<file path="src/rtl/encoder4to2_hs_pkg.sv">
// Shared definitions for the 4-to-2 handshake encoder: FSM state encodings
// and the qualification counter width.
package encoder4to2_hs_pkg;

    localparam int CNT_W = 8;

    typedef enum logic [1:0] {
        IDLE    = 2'd0,
        QUAL    = 2'd1,
        HOLD    = 2'd2,
        RELEASE = 2'd3
    } state_t;

endpackage

</file>
<file path="src/rtl/encoder4to2_hs_sync_2ff.sv">
// Double-flop synchroniser for a bank of asynchronous input lines.
// Reusable by any input block that needs clk-domain copies of raw lines.
module sync_2ff #(
    parameter int DATA_W = 4
) (
    input  logic              clk,
    input  logic              rst_n,
    input  logic [DATA_W-1:0] d,
    output logic [DATA_W-1:0] q
);

    logic [DATA_W-1:0] meta_p0;
    logic [DATA_W-1:0] sync_p1;

    // first flop may go metastable; second flop gives the settled copy
    always_ff @(posedge clk or negedge rst_n) begin
        if (!rst_n) begin
            meta_p0 <= '0;
            sync_p1 <= '0;
        end else begin
            meta_p0 <= d;
            sync_p1 <= meta_p0;
        end
    end

    assign q = sync_p1;

endmodule

</file>
<file path="src/rtl/encoder4to2_hs.sv">
// Registered 4-to-2 priority encoder with input synchronisation, debounce
// qualification and a valid/ready output handshake. One code per press.
module encoder4to2_hs
    import encoder4to2_hs_pkg::*;
#(
    parameter int STABLE_CYCLES = 4
) (
    input  logic       clk,
    input  logic       rst_n,
    input  logic [3:0] D,
    input  logic       E,
    input  logic       RDY,
    output logic [1:0] A,
    output logic       ERR,
    output logic       V
);

    localparam logic [CNT_W-1:0] SC = CNT_W'(STABLE_CYCLES);

    state_t           state;
    logic [3:0]       s;
    logic [3:0]       p;
    logic [CNT_W-1:0] c;
    logic [CNT_W-1:0] c_inc;
    logic [CNT_W-1:0] c_sat;
    logic [1:0]       code_p;
    logic             err_p;

    // Highest set bit wins: D[3] > D[2] > D[1] > D[0].
    function automatic logic [1:0] prio_idx(input logic [3:0] x);
        logic [1:0] r;
        if (x[3])      r = 2'd3;
        else if (x[2]) r = 2'd2;
        else if (x[1]) r = 2'd1;
        else           r = 2'd0;
        return r;
    endfunction

    // More than one bit set: clearing the lowest set bit leaves something.
    function automatic logic multi_hot(input logic [3:0] x);
        return (x & (x - 4'd1)) != 4'd0;
    endfunction

    sync_2ff #(
        .DATA_W (4)
    ) u_sync (
        .clk   (clk),
        .rst_n (rst_n),
        .d     (D),
        .q     (s)
    );

    assign code_p = prio_idx(p);
    assign err_p  = multi_hot(p);
    assign c_inc  = c + CNT_W'(1);
    assign c_sat  = (c_inc > SC) ? SC : c_inc;

    // Press/hold/release sequencer with registered code and valid outputs.
    always_ff @(posedge clk or negedge rst_n) begin
        if (!rst_n) begin
            state <= IDLE;
            p     <= '0;
            c     <= '0;
            A     <= '0;
            ERR   <= 1'b0;
            V     <= 1'b0;
        end else if (!E) begin
            // enable low drops any pending code; A/ERR keep their last value
            state <= IDLE;
            c     <= '0;
            V     <= 1'b0;
        end else begin
            case (state)
                IDLE: begin
                    if (s != 4'd0) begin
                        p <= s;
                        c <= CNT_W'(1);
                        if (SC == CNT_W'(1)) begin
                            state <= HOLD;
                            A     <= prio_idx(s);
                            ERR   <= multi_hot(s);
                            V     <= 1'b1;
                        end else begin
                            state <= QUAL;
                        end
                    end
                end
                QUAL: begin
                    if (s == 4'd0) begin
                        state <= IDLE;
                    end else if (s == p) begin
                        c <= c_sat;
                        if (c_inc >= SC) begin
                            state <= HOLD;
                            A     <= code_p;
                            ERR   <= err_p;
                            V     <= 1'b1;
                        end
                    end else begin
                        // a different pattern restarts qualification
                        p <= s;
                        c <= CNT_W'(1);
                    end
                end
                HOLD: begin
                    if (RDY) begin
                        state <= RELEASE;
                        c     <= '0;
                        V     <= 1'b0;
                    end
                end
                RELEASE: begin
                    // lines must read idle for a full window before re-arming
                    if (s == 4'd0) begin
                        c <= c_sat;
                        if (c_inc >= SC) begin
                            state <= IDLE;
                        end
                    end else begin
                        c <= '0;
                    end
                end
                default: begin
                    state <= IDLE;
                end
            endcase
        end
    end

endmodule

</file>
<file path="config.mk">
export PLATFORM = sky130hd
export DESIGN_NAME = encoder4to2_hs
export DESIGN_NICKNAME = d
export VERILOG_FILES = /design/src/rtl/encoder4to2_hs_pkg.sv /design/src/rtl/encoder4to2_hs_sync_2ff.sv /design/src/rtl/encoder4to2_hs.sv
export SDC_FILE = /design/constraint.sdc
export NUM_CORES = 1
export LEC_CHECK = 0
export ABC_AREA = 1
export ABC_CLOCK_PERIOD_IN_PS = 2250
export BUFFER_PORTS_ARGS = -buffer_cell sky130_fd_sc_hd__buf_4
export CAP_MARGIN = 15
export CORE_UTILIZATION = 55
export CTS_BUF_LIST = sky130_fd_sc_hd__clkbuf_16
export DETAILED_ROUTE_END_ITERATION = 7
export GPL_ROUTABILITY_DRIVEN = 0
export PLACE_DENSITY = 0.76
export SYNTH_ARGS = -nofsm -noshare
export SYNTH_HDL_FRONTEND = slang
export SYNTH_SLANG_ARGS = --single-unit
</file>
<file path="constraint.sdc">
create_clock -name clk -period 2.25 [get_ports clk]
set_input_delay 0.225 -clock clk [delete_from_list [all_inputs] [get_ports clk]]
set_output_delay 0.225 -clock clk [all_outputs]
set_load 0.05 [all_outputs]
</file>
==> metrics.md, run 1 <==
| Metric | Value |
|---|---|
| DRT iter0 DRCs | 29 |
| Most frequent cells in the layout | 40 x nand2_1, 26 x dfrtp_1, 16 x nor2_1 |
| DIE WIDTH | 51.39 um |
| Gr usage total | 23.86% |
| Worst EP arrival | 1.95 ns |
| Antenna cells | 0 |
| Post-synth EDFFs | 0 |
| Root Buffer | clkbuf_16 |
| Initial Utilization | 59.49% |
| Final Cycle Share | 77.83% |
| Worst slew pin tran | 0.5559 ns |
| RSZ-0062 raised after global routing | no |
| Mapped Avg Cell Area | 8.383 um2 |
| Vias in the first global route | 1095 |
| Synth async-reset ratio | 100.0% |
| Syn-to-layout area delta | 17.35% |
| Worst-skew pair later-pin latency | 0.26 ns |
| Synth Register Bits | 26 |
| Worst Setup Start Kind | flop |
| Vias after detailed routing | 1116 |
| # port buffers | 11 |
| PwrDens | 928.4 nW/um2 |
| Max VDD drop | 0.0005611 V |
| Crit end category | flop |
| Initial antenna violation count | 0 |
| Share of post-route cells with drive strength above 1 | 21.02% |
| TNS Setup | 0 ns |
| CP required | 2.45 ns |
| Clock Skews | 0.003200 ns |
| Switching Share | 30.84% |
| Top Metal Used | met4 |
| Hold crit path type | primary input to flop |
| Total CTS buffers | 3 |
| Detail Route met2 WL | 1.413 mm |
| Max Cap Violations | 0 |
| Sequential power share | 42.1% |
| Clock power share | 35.6% |
| First-pass GRT wire length | 4.581 mm |
| IO Pins | 12 |
| Vias per cell | 5.471 |
| Worst-path clk slew | 0.07 ns |
| Fin. max-slew vios | 0 |
| Internal power | 1011 uW |
| Mapped cell area | 1341 um2 |
| Area of the die | 2640 um2 |
| Critical path class | flop to flop |
| Htree depth | 1 |
| Die Ht | 51.39 um |
| GRT Residual Overflow | 0 |
| CTS tree | done |
| Syn Nets | 169 |
| Fmax | 571.1 MHz |
| Synth warnings | 0 |
| Routed wl met3 | 77 um |
| Post-synthesis sequential area ratio | 48.51% |
| Post-detail-place hpwl | 1.899 mm |
| Drt pass-1 iters | 4 |
| Psw | 450.7 uW |
| DRT Wirelength | 2.809 mm |
| Final setup fails | 0 |
| Status | completed |
| Average routed wire per standard cell | 13.77 um |
| Final Critical Period | 1.751 ns |
| Post-CTS setup buffer count | 0 |
| Gate Count Post-Synth | 160 |
| Row cnt | 17 |
| Worst-path fanout max | 5 |
| Met1 wire length | 1.292 mm |
| Core Area | 2255 um2 |
| DRC violations left | 0 |
| Final #Nets | 186 |
| Largest net degree at the start of global routing | 27 |
| CTS sink count | 26 |
| Dominant synthesized flop cell | dfrtp_1 |
| Fin util | 69.81% |
| P_leak | 0.0007669 uW |
| Slew margin rel. | 62.60% |
| Fill count | 177 |
| Hold Vio Cnt, Final | 0 |
| Gate power share | 22.4% |
| Detail Route Antenna Nets | 0 |
| Library cells used by synthesis | 31 |
| Most common cell after layout, fill and taps aside | nand2_1 |
| Maximum root-to-sink buffer count | 2 |
[metal layers]
layer / track usage, % / up-vias
li1: - / 551
met1: 29.31 / 539
met2: 39.18 / 22
met3: 4.167 / 4
met4: 13.51 / 0
met5: 0 / -
[stage by stage]
stage / setup slack [ns] / instance area, um2 / power [uW] / hold slack, ns / instances
2_1_floorplan: 0.7003 / 1341 / 844.9 / -0.07059 / 160
3_3_place_gp: 0.6200 / 1459 / 918.5 / 0.1422 / 199
3_5_place_dp: 0.5575 / 1459 / 941.4 / 0.1481 / 199
4_1_cts: 0.5135 / 1574 / 1463 / 0.06757 / 204
5_1_grt: 0.3614 / 1574 / 1525 / 0.06241 / 204
6_report: 0.4989 / 1574 / 1461 / 0.06580 / 204
[synth_stat cells, drive strengths merged, types with 2 or more instances]
master  number  area share, %
nor2        21            7.2
nand2       45             14
xor2         4            2.6
nand4        6            3.7
nor3         2            1.1
o21ai       11            4.1
nand3       10            5.4
inv         19            5.3
dfrtp       26             49
a21oi        4            1.5
[critical path, cell delays in order, from the launching register on]
cell and delay (ns):
dfrtp_1 0.42, ha_1 0.28, nand3_1 0.14, nand2_1 0.06, nand2_1 0.07, nand2_1 0.06, nor2_2 0.18, nand3_4 0.13
nand2_2 0.09, nand2_2 0.06, nand3_2 0.07, nand2_1 0.05, nand2_1 0.06
[cell families after synthesis]
| logic type | synth area share [%] |
|---|---|
| and+or+nand+nor | 32.93 |
| DFF | 48.51 |
| xor gates and xnor gates | 2.612 |
| adders and majority gates | 0.9327 |
| AOI/OAI and AO/OA | 9.422 |
| buffers and inverters | 5.596 |
[final timing paths]
kind,startpoint,end,slack [ns],cells past startpoint
max reg2reg,c[0]$_DFFE_PN0P_,state[1]$_DFFE_PN0P_,0.50,12
min reg2reg,u_sync.meta_p0[2]$_DFF_PN0_,u_sync.q[2]$_DFF_PN0_,0.35,0
min in group asynchronous,rst_n,p[2]$_DFFE_PN0P_,0.40,2
max,c[0]$_DFFE_PN0P_,state[1]$_DFFE_PN0P_,0.50,12
min,D[1],u_sync.meta_p0[1]$_DFF_PN0_,0.07,1
max in group asynchronous,rst_n,p[3]$_DFFE_PN0P_,1.61,2
[state kept, by name (all words and copies together) (netlist names)]
register / count
c: 8
u_sync.q: 4
state: 2
V: 1
ERR: 1
A: 2
p: 4
u_sync.meta_p0: 4
[cell type report]
class / count / area (um2) / share of cell area [%]
inverter: 20 / 75.07 / 4.769
clock buffer: 3 / 75.07 / 4.769
clock inverter: 1 / 30.03 / 1.908
tap: 28 / 35.03 / 2.226
sequential: 26 / 650.6 / 41.34
multi-input combinational: 114 / 615.6 / 39.11
timing repair buffer: 12 / 92.59 / 5.882
[timing repair]
| item | 4_1_cts | 5_1_grt |
|---|---|---|
| gates resized for setup | 0 | 0 |
| hold endpoints to repair | 26 | 0 |
| hold buffers | 1 | 0 |
[power by group through the flow]
stage	registers, uW	logic [uW]	clock network [uW]
floorplan	600	245	0
global placement	615	304	0
detailed placement	620	322	0
CTS	613	329	521
global route	624	366	535
finish	615	327	520
(Power assumes the default switching activity.)
==> run 2: changes to the inputs <==
--- a/config.mk
+++ b/config.mk
@@ -6,7 +6,7 @@
 export NUM_CORES = 1
 export LEC_CHECK = 0
 export ABC_AREA = 1
-export ABC_CLOCK_PERIOD_IN_PS = 2250
+export ABC_CLOCK_PERIOD_IN_PS = 1700
 export BUFFER_PORTS_ARGS = -buffer_cell sky130_fd_sc_hd__buf_4
 export CAP_MARGIN = 15
 export CORE_UTILIZATION = 55
==> constraint.sdc (replaced) <==
create_clock -name clk -period 1.7 [get_ports clk]
set_input_delay 0.17 -clock clk [delete_from_list [all_inputs] [get_ports clk]]
set_output_delay 0.17 -clock clk [all_outputs]
set_load 0.05 [all_outputs]
==> run 2 against run 1 <==
Against the previous run: clock skew down 0.0016 ns; worst hold slack got worse by 0.050 ns; clock power increased by 29%; non-clock buffer count grew 7; die area did not move; cell count is 3.4% higher; global-route usage increased by 0.58 points; highest routed layer unchanged; sequential share of layout area down 3.0 points; critical path depth down 1; via count is 7.8% higher; maximum frequency increased by 6.9%; sequential power increased by 32%.
==> metrics.md, run 2 (synthesis gave the netlist of run 1 again) <==
| Metric | Value |
|---|---|
| Crit path cell chain | ha_4, nand3_4, nand2_1, nand2_1, nand2_2, nor2_4, nand3_4, nand2_2, nand2_2, nand4_1, nand2_1 |
| Clock Skews | 0.001626 ns (-0.001574 ns) |
| Fmax | 610.3 MHz (+6.9%) |
| Core Area | 2255 um2 (unchanged) |
| Gr usage total | 24.45% (+0.58 points) |
| Met2 Track Usage GR | 41.99% (+2.8 points) |
| Slowest cell on the critical path | dfrtp_1 |
| Critical path class | flop to flop |
| Largest net degree at the start of global routing | 27 (unchanged) |
| Worst-path fanout max | 5 (unchanged) |
| Worst-skew pair later-pin latency | 0.26 ns (about the same) |
| Row cnt | 17 (unchanged) |
| Final Instance Area | 1704 um2 (+8.3%) |
| Most frequent cells in the layout | 37 x nand2_1, 24 x dfrtp_1, 16 x nor2_1, 16 x buf_4, 14 x inv_1 |
| Met3 usage | 5.060% (+0.89 points) |
| First-pass GRT wire length | 4.685 mm (+2.3%) |
| PwrDens | 1169 nW/um2 (+26%) |
| Final Cycle Share | 96.39% (+19 points) |
| Die Ht | 51.39 um (unchanged) |
| Sequential power share | 40.8% (-1.3 points) |
| CP bufs+invs | 0 (unchanged) |
| Psw | 613.2 uW (+36%) |
| Gate power share | 25.6% (+3.2 points) |
| Detail Route Antenna Nets | 0 (unchanged) |
| Htree depth | 1 (unchanged) |
| Routing usage on met1 | 29.75% (+0.44 points) |
| Initial antenna violation count | 0 (unchanged) |
| Top delay family on crit path | simple AND/OR/NAND/NOR gates |
| Slew margin rel. | 78.78% (+16 points) |
| Switching Share | 30.78% (-0.060 points) |
| Power Total | 1992 uW (+36%) |
| Max Cap Violations | 0 (unchanged) |
| Antenna cells | 0 (unchanged) |
| Post-detail-place hpwl | 1.921 mm (+1.2%) |
| Root Buffer | clkbuf_16 |
| Biggest register | c |
| Vias per cell | 5.701 (+4.2%) |
| Worst slew pin tran | 0.3183 ns (-0.2376 ns) |
| Final setup fails | 0 (unchanged) |
| RSZ-0062 raised after global routing | yes |
| Fin. max-slew vios | 0 (unchanged) |
| # port buffers | 11 (unchanged) |
| Most common cell after layout, fill and taps aside | nand2_1 |
| Hold Vio Cnt, Final | 0 (unchanged) |
| Total CTS buffers | 3 (unchanged) |
| Vias in the first global route | 1101 (+0.55%) |
| Internal power | 1379 uW (+36%) |
| Vias after detailed routing | 1203 (+7.8%) |
| Max reg flops | 8 (unchanged) |
| DRT iter0 DRCs | 42 (+45%) |
| Initial Utilization | 59.49% (unchanged) |
| Area of the die | 2640 um2 (unchanged) |
| Final worst slack | 0.06134 ns (-0.4375 ns) |
| GRT Residual Overflow | 0 (unchanged) |
| Drt pass-1 iters | 4 (unchanged) |
| DRC violations left | 0 (unchanged) |
| Clock power share | 33.6% (-2.0 points) |
| Worst hold slack | 0.01576 ns (-0.05004 ns) |
| Worst EP arrival | 1.79 ns (-0.16 ns) |
| Syn-to-layout area delta | 27.05% |
| Most crowded layer after global routing | met2 |
| Max VDD drop | 0.0008404 V (+50%) |
| CTS sink count | 26 (unchanged) |
| P_leak | 0.0008042 uW (+4.9%) |
| DIE WIDTH | 51.39 um (unchanged) |
| Share of post-route cells with drive strength above 1 | 30.05% (+9.0 points) |
| CP required | 1.85 ns (-0.60 ns) |
| Post-place setup slack | 0.03996 ns (-0.5175 ns) |
| CTS tree | done |
| DRT Wirelength | 3.036 mm (+8.1%) |
| Final #Nets | 193 (+3.8%) |
| Worst-path clk slew | 0.06 ns (about the same) |
| Worst Setup Start Kind | flop |
| Crit end category | flop |
| Maximum root-to-sink buffer count | 2 (unchanged) |
| Status | completed |
| Final Critical Period | 1.639 ns (-0.1125 ns) |
| Area post-placement | 1474 um2 (+1.0%) |
| Slowest stage delay, CP | 0.43 ns (about the same) |
| IO Pins | 12 (unchanged) |
| TNS Setup | 0 ns (unchanged) |
| Average routed wire per standard cell | 14.39 um (+4.5%) |
| Hold crit path type | primary input to flop |
run 2: layout make-up:
class | count | area (um2)
Clock buffer | 3 | 75.07
Inverter | 20 | 75.07
Sequential cell | 26 | 653.1
Multi-Input combinational cell | 114 | 683.2
Timing Repair Buffer | 19 | 152.6
Tap cell | 28 | 35.03
Fill cell | 160 | 550.5
Clock inverter | 1 | 30.03
run 2: what timing repair did:
item,in CTS,in global routing
resized for setup,3,19
endpoints found under the hold margin,26,0
pin swaps,1,13
setup endpoints to repair,8,10
setup buffers,1,4
hold buffers,1,0
run 2: final timing paths:
check                                             from                           to  slack, ns  cells after the start
setup / recovery                      c[0]$_DFFE_PN0P_         state[1]$_DFFE_PN0P_       0.06                     11
hold / removal                                    D[2]  u_sync.meta_p0[2]$_DFF_PN0_       0.02                      1
setup reg to reg                      c[0]$_DFFE_PN0P_         state[1]$_DFFE_PN0P_       0.06                     11
hold reg to reg            u_sync.meta_p0[2]$_DFF_PN0_        u_sync.q[2]$_DFF_PN0_       0.35                      0
max in group asynchronous                        rst_n             c[3]$_DFFE_PN0P_       1.09                      2
min in group asynchronous                        rst_n              ERR$_DFFE_PN0P_       0.34                      2
run 2: layer usage:
layer / share of wire (%) / vias to the layer above / routed length [um]
met2: 50 / 54 / 1508
met5: 0 / - / 0
li1: - / 568 / -
met1: 42 / 568 / 1269
met4: 2.6 / 0 / 80
met3: 5.9 / 13 / 178
run 2: power by group through the flow:
stage | combinational (uW) | clock [uW] | sequential, uW
after global placement | 421 | 0 | 808
after detailed placement | 443 | 0 | 812
after global routing | 569 | 702 | 823
after CTS | 454 | 672 | 802
final | 511 | 669 | 812
after floorplan | 324 | 0 | 794
run 2: stage by stage:
| step | std cells | utilization (%) |
|---|---|---|
| after global placement | 201 | 65.37 |
| after detailed placement | 201 | 65.37 |
| after floorplan | 160 | - |
| after CTS | 207 | 71.37 |
| after global routing | 211 | 75.58 |
| final | 211 | 75.58 |
==> run 3: changes to the inputs <==
--- a/config.mk
+++ b/config.mk
@@ -14,6 +14,7 @@
 export DETAILED_ROUTE_END_ITERATION = 7
 export GPL_ROUTABILITY_DRIVEN = 0
 export PLACE_DENSITY = 0.76
+export RECOVER_POWER = 100
 export SYNTH_ARGS = -nofsm -noshare
 export SYNTH_HDL_FRONTEND = slang
 export SYNTH_SLANG_ARGS = --single-unit
==> run 3 against run 2 <==
Against the previous run: clock power about the same; sequential cell count unchanged; worst hold slack improved by 0.021 ns; critical endpoint unchanged; largest cell class unchanged; largest power group unchanged.
==> metrics.md, run 3 (synthesis gave the netlist of run 1 again) <==
| Metric | Value |
|---|---|
| DRT iter0 DRCs | 36 (-14%) |
| Worst-path clk slew | 0.06 ns (about the same) |
| Gr usage total | 24.45% (unchanged) |
| Worst-path fanout max | 5 (unchanged) |
| Fin. max-slew vios | 0 (unchanged) |
| Most common cell after layout, fill and taps aside | nand2_1 |
| Slew margin rel. | 58.72% (-20 points) |
| DIE WIDTH | 51.39 um (unchanged) |
| Max Cap Violations | 0 (unchanged) |
| Final setup fails | 0 (unchanged) |
| Multi-input logic area | 683.2 um2 (unchanged) |
| P_leak | 0.0007814 uW (-2.8%) |
| Initial Utilization | 59.49% (unchanged) |
| Vias after detailed routing | 1200 (-0.25%) |
| Status | completed |
| Final Critical Period | 1.635 ns (-0.004090 ns) |
| Average routed wire per standard cell | 14.43 um (+0.26%) |
| Initial antenna violation count | 0 (unchanged) |
| CP required | 1.85 ns (about the same) |
| Clock Skews | 0.002598 ns (+0.0009712 ns) |
| Worst slew pin tran | 0.6191 ns (+0.3008 ns) |
| Max VDD drop | 0.0008461 V (+0.68%) |
| CP Launch Point | c[0]$_DFFE_PN0P_ |
| Hold_sp | D[2] |
| Maximum root-to-sink buffer count | 2 (unchanged) |
| Biggest register | c |
| Htree depth | 1 (unchanged) |
| Die Ht | 51.39 um (unchanged) |
| Slowest cell on the critical path | dfrtp_1 |
| Worst Setup Start Kind | flop |
| Final #Nets | 193 (unchanged) |
| Final Cycle Share | 96.15% (-0.24 points) |
| Largest net degree at the start of global routing | 27 (unchanged) |
| Hold crit path type | primary input to flop |
| RSZ-0062 raised after global routing | yes |
| Total CTS buffers | 3 (unchanged) |
| First-pass GRT wire length | 4.685 mm (unchanged) |
| Crit end category | flop |
| Antenna cells | 0 (unchanged) |
| Worst-skew pair later-pin latency | 0.26 ns (about the same) |
| CTS sink count | 26 (unchanged) |
| # port buffers | 11 (unchanged) |
| Share of post-route cells with drive strength above 1 | 27.32% (-2.7 points) |
| Post-place setup slack | 0.03996 ns (unchanged) |
| Max reg flops | 8 (unchanged) |
| IO Pins | 12 (unchanged) |
| Finished Layout Cells | 211 (unchanged) |
| DRC violations left | 0 (unchanged) |
| CP bufs+invs | 0 (unchanged) |
| Detail Route Antenna Nets | 0 (unchanged) |
| Drt pass-1 iters | 4 (unchanged) |
| Vias per cell | 5.687 (-0.25%) |
| Crit path cell chain | ha_4, nand3_4, nand2_1, nand2_1, nand2_2, nor2_4, nand3_4, nand2_2, nand2_2, nand4_1, nand2_1 |
| CTS tree | done |
| Post-detail-place hpwl | 1.921 mm (unchanged) |
| Post-placement cell count | 201 (unchanged) |
| Most frequent cells in the layout | 37 x nand2_1, 24 x dfrtp_1, 16 x nor2_1 |
| Slowest stage delay, CP | 0.43 ns (about the same) |
| Core Area | 2255 um2 (unchanged) |
| Hold Vio Cnt, Final | 0 (unchanged) |
| Area of the die | 2640 um2 (unchanged) |
| Root Buffer | clkbuf_16 |
| Fmax | 611.8 MHz (+0.25%) |
| Final worst slack | 0.06543 ns (+0.004090 ns) |
| Fill count | 168 (+5.0%) |
| GRT Residual Overflow | 0 (unchanged) |
| Worst EP arrival | 1.78 ns (about the same) |
| Row cnt | 17 (unchanged) |
| Top delay family on crit path | simple AND/OR/NAND/NOR gates |
| Critical path class | flop to flop |
| PwrDens | 1184 nW/um2 (+1.3%) |
| Vias in the first global route | 1101 (unchanged) |
| Reg-to-Reg Start | c[0]$_DFFE_PN0P_ |
| Fin util | 74.64% (-0.94 points) |
| Reg area | 653.1 um2 (unchanged) |
| DRT Wirelength | 3.044 mm (+0.26%) |
| Syn-to-layout area delta | 25.47% |
| Worst hold slack | 0.03665 ns (+0.02089 ns) |
## run 3: layout make-up
type / count / area share (%)
multi-input combinational: 114 / 40.59
sequential: 26 / 38.81
timing repair buffer: 19 / 7.807
clock buffer: 3 / 4.461
inverter: 20 / 4.461
tap: 28 / 2.082
clock inverter: 1 / 1.784
## run 3: what timing repair did
item,CTS,global route
endpoints found under the hold margin,26,0
hold buffers,1,0
buffers inserted,1,4
resized for setup,3,19
pin swaps,1,13
endpoints found under the setup margin,8,10
## run 3: per-layer routing
layer	global-route usage, %	wire, um
met1	29.75	1239
met2	41.99	1498
met3	5.060	229
met4	9.459	77
met5	0	0
## run 3: worst paths after layout
path | to | slack, ns | cells past startpoint
max | state[1]$_DFFE_PN0P_ | 0.07 | 11
min | u_sync.meta_p0[2]$_DFF_PN0_ | 0.04 | 1
max reg2reg | state[1]$_DFFE_PN0P_ | 0.07 | 11
min reg2reg | u_sync.q[2]$_DFF_PN0_ | 0.35 | 0
max in group asynchronous | c[3]$_DFFE_PN0P_ | 0.81 | 2
min in group asynchronous | ERR$_DFFE_PN0P_ | 0.45 | 2
## run 3: metrics by stage
stage               cell area [um2]  setup TNS (ns)  power [uW]
finish                         1683               0        1992
global route                   1683        -0.09500        2091
CTS                            1609               0        1929
detailed placement             1474               0        1256
global placement               1474               0        1229
floorplan                      1341               0        1118
## run 3: where the power goes
part,switching [uW],internal [uW]
sequential,112,702
clock,203,468
combinational,301,207
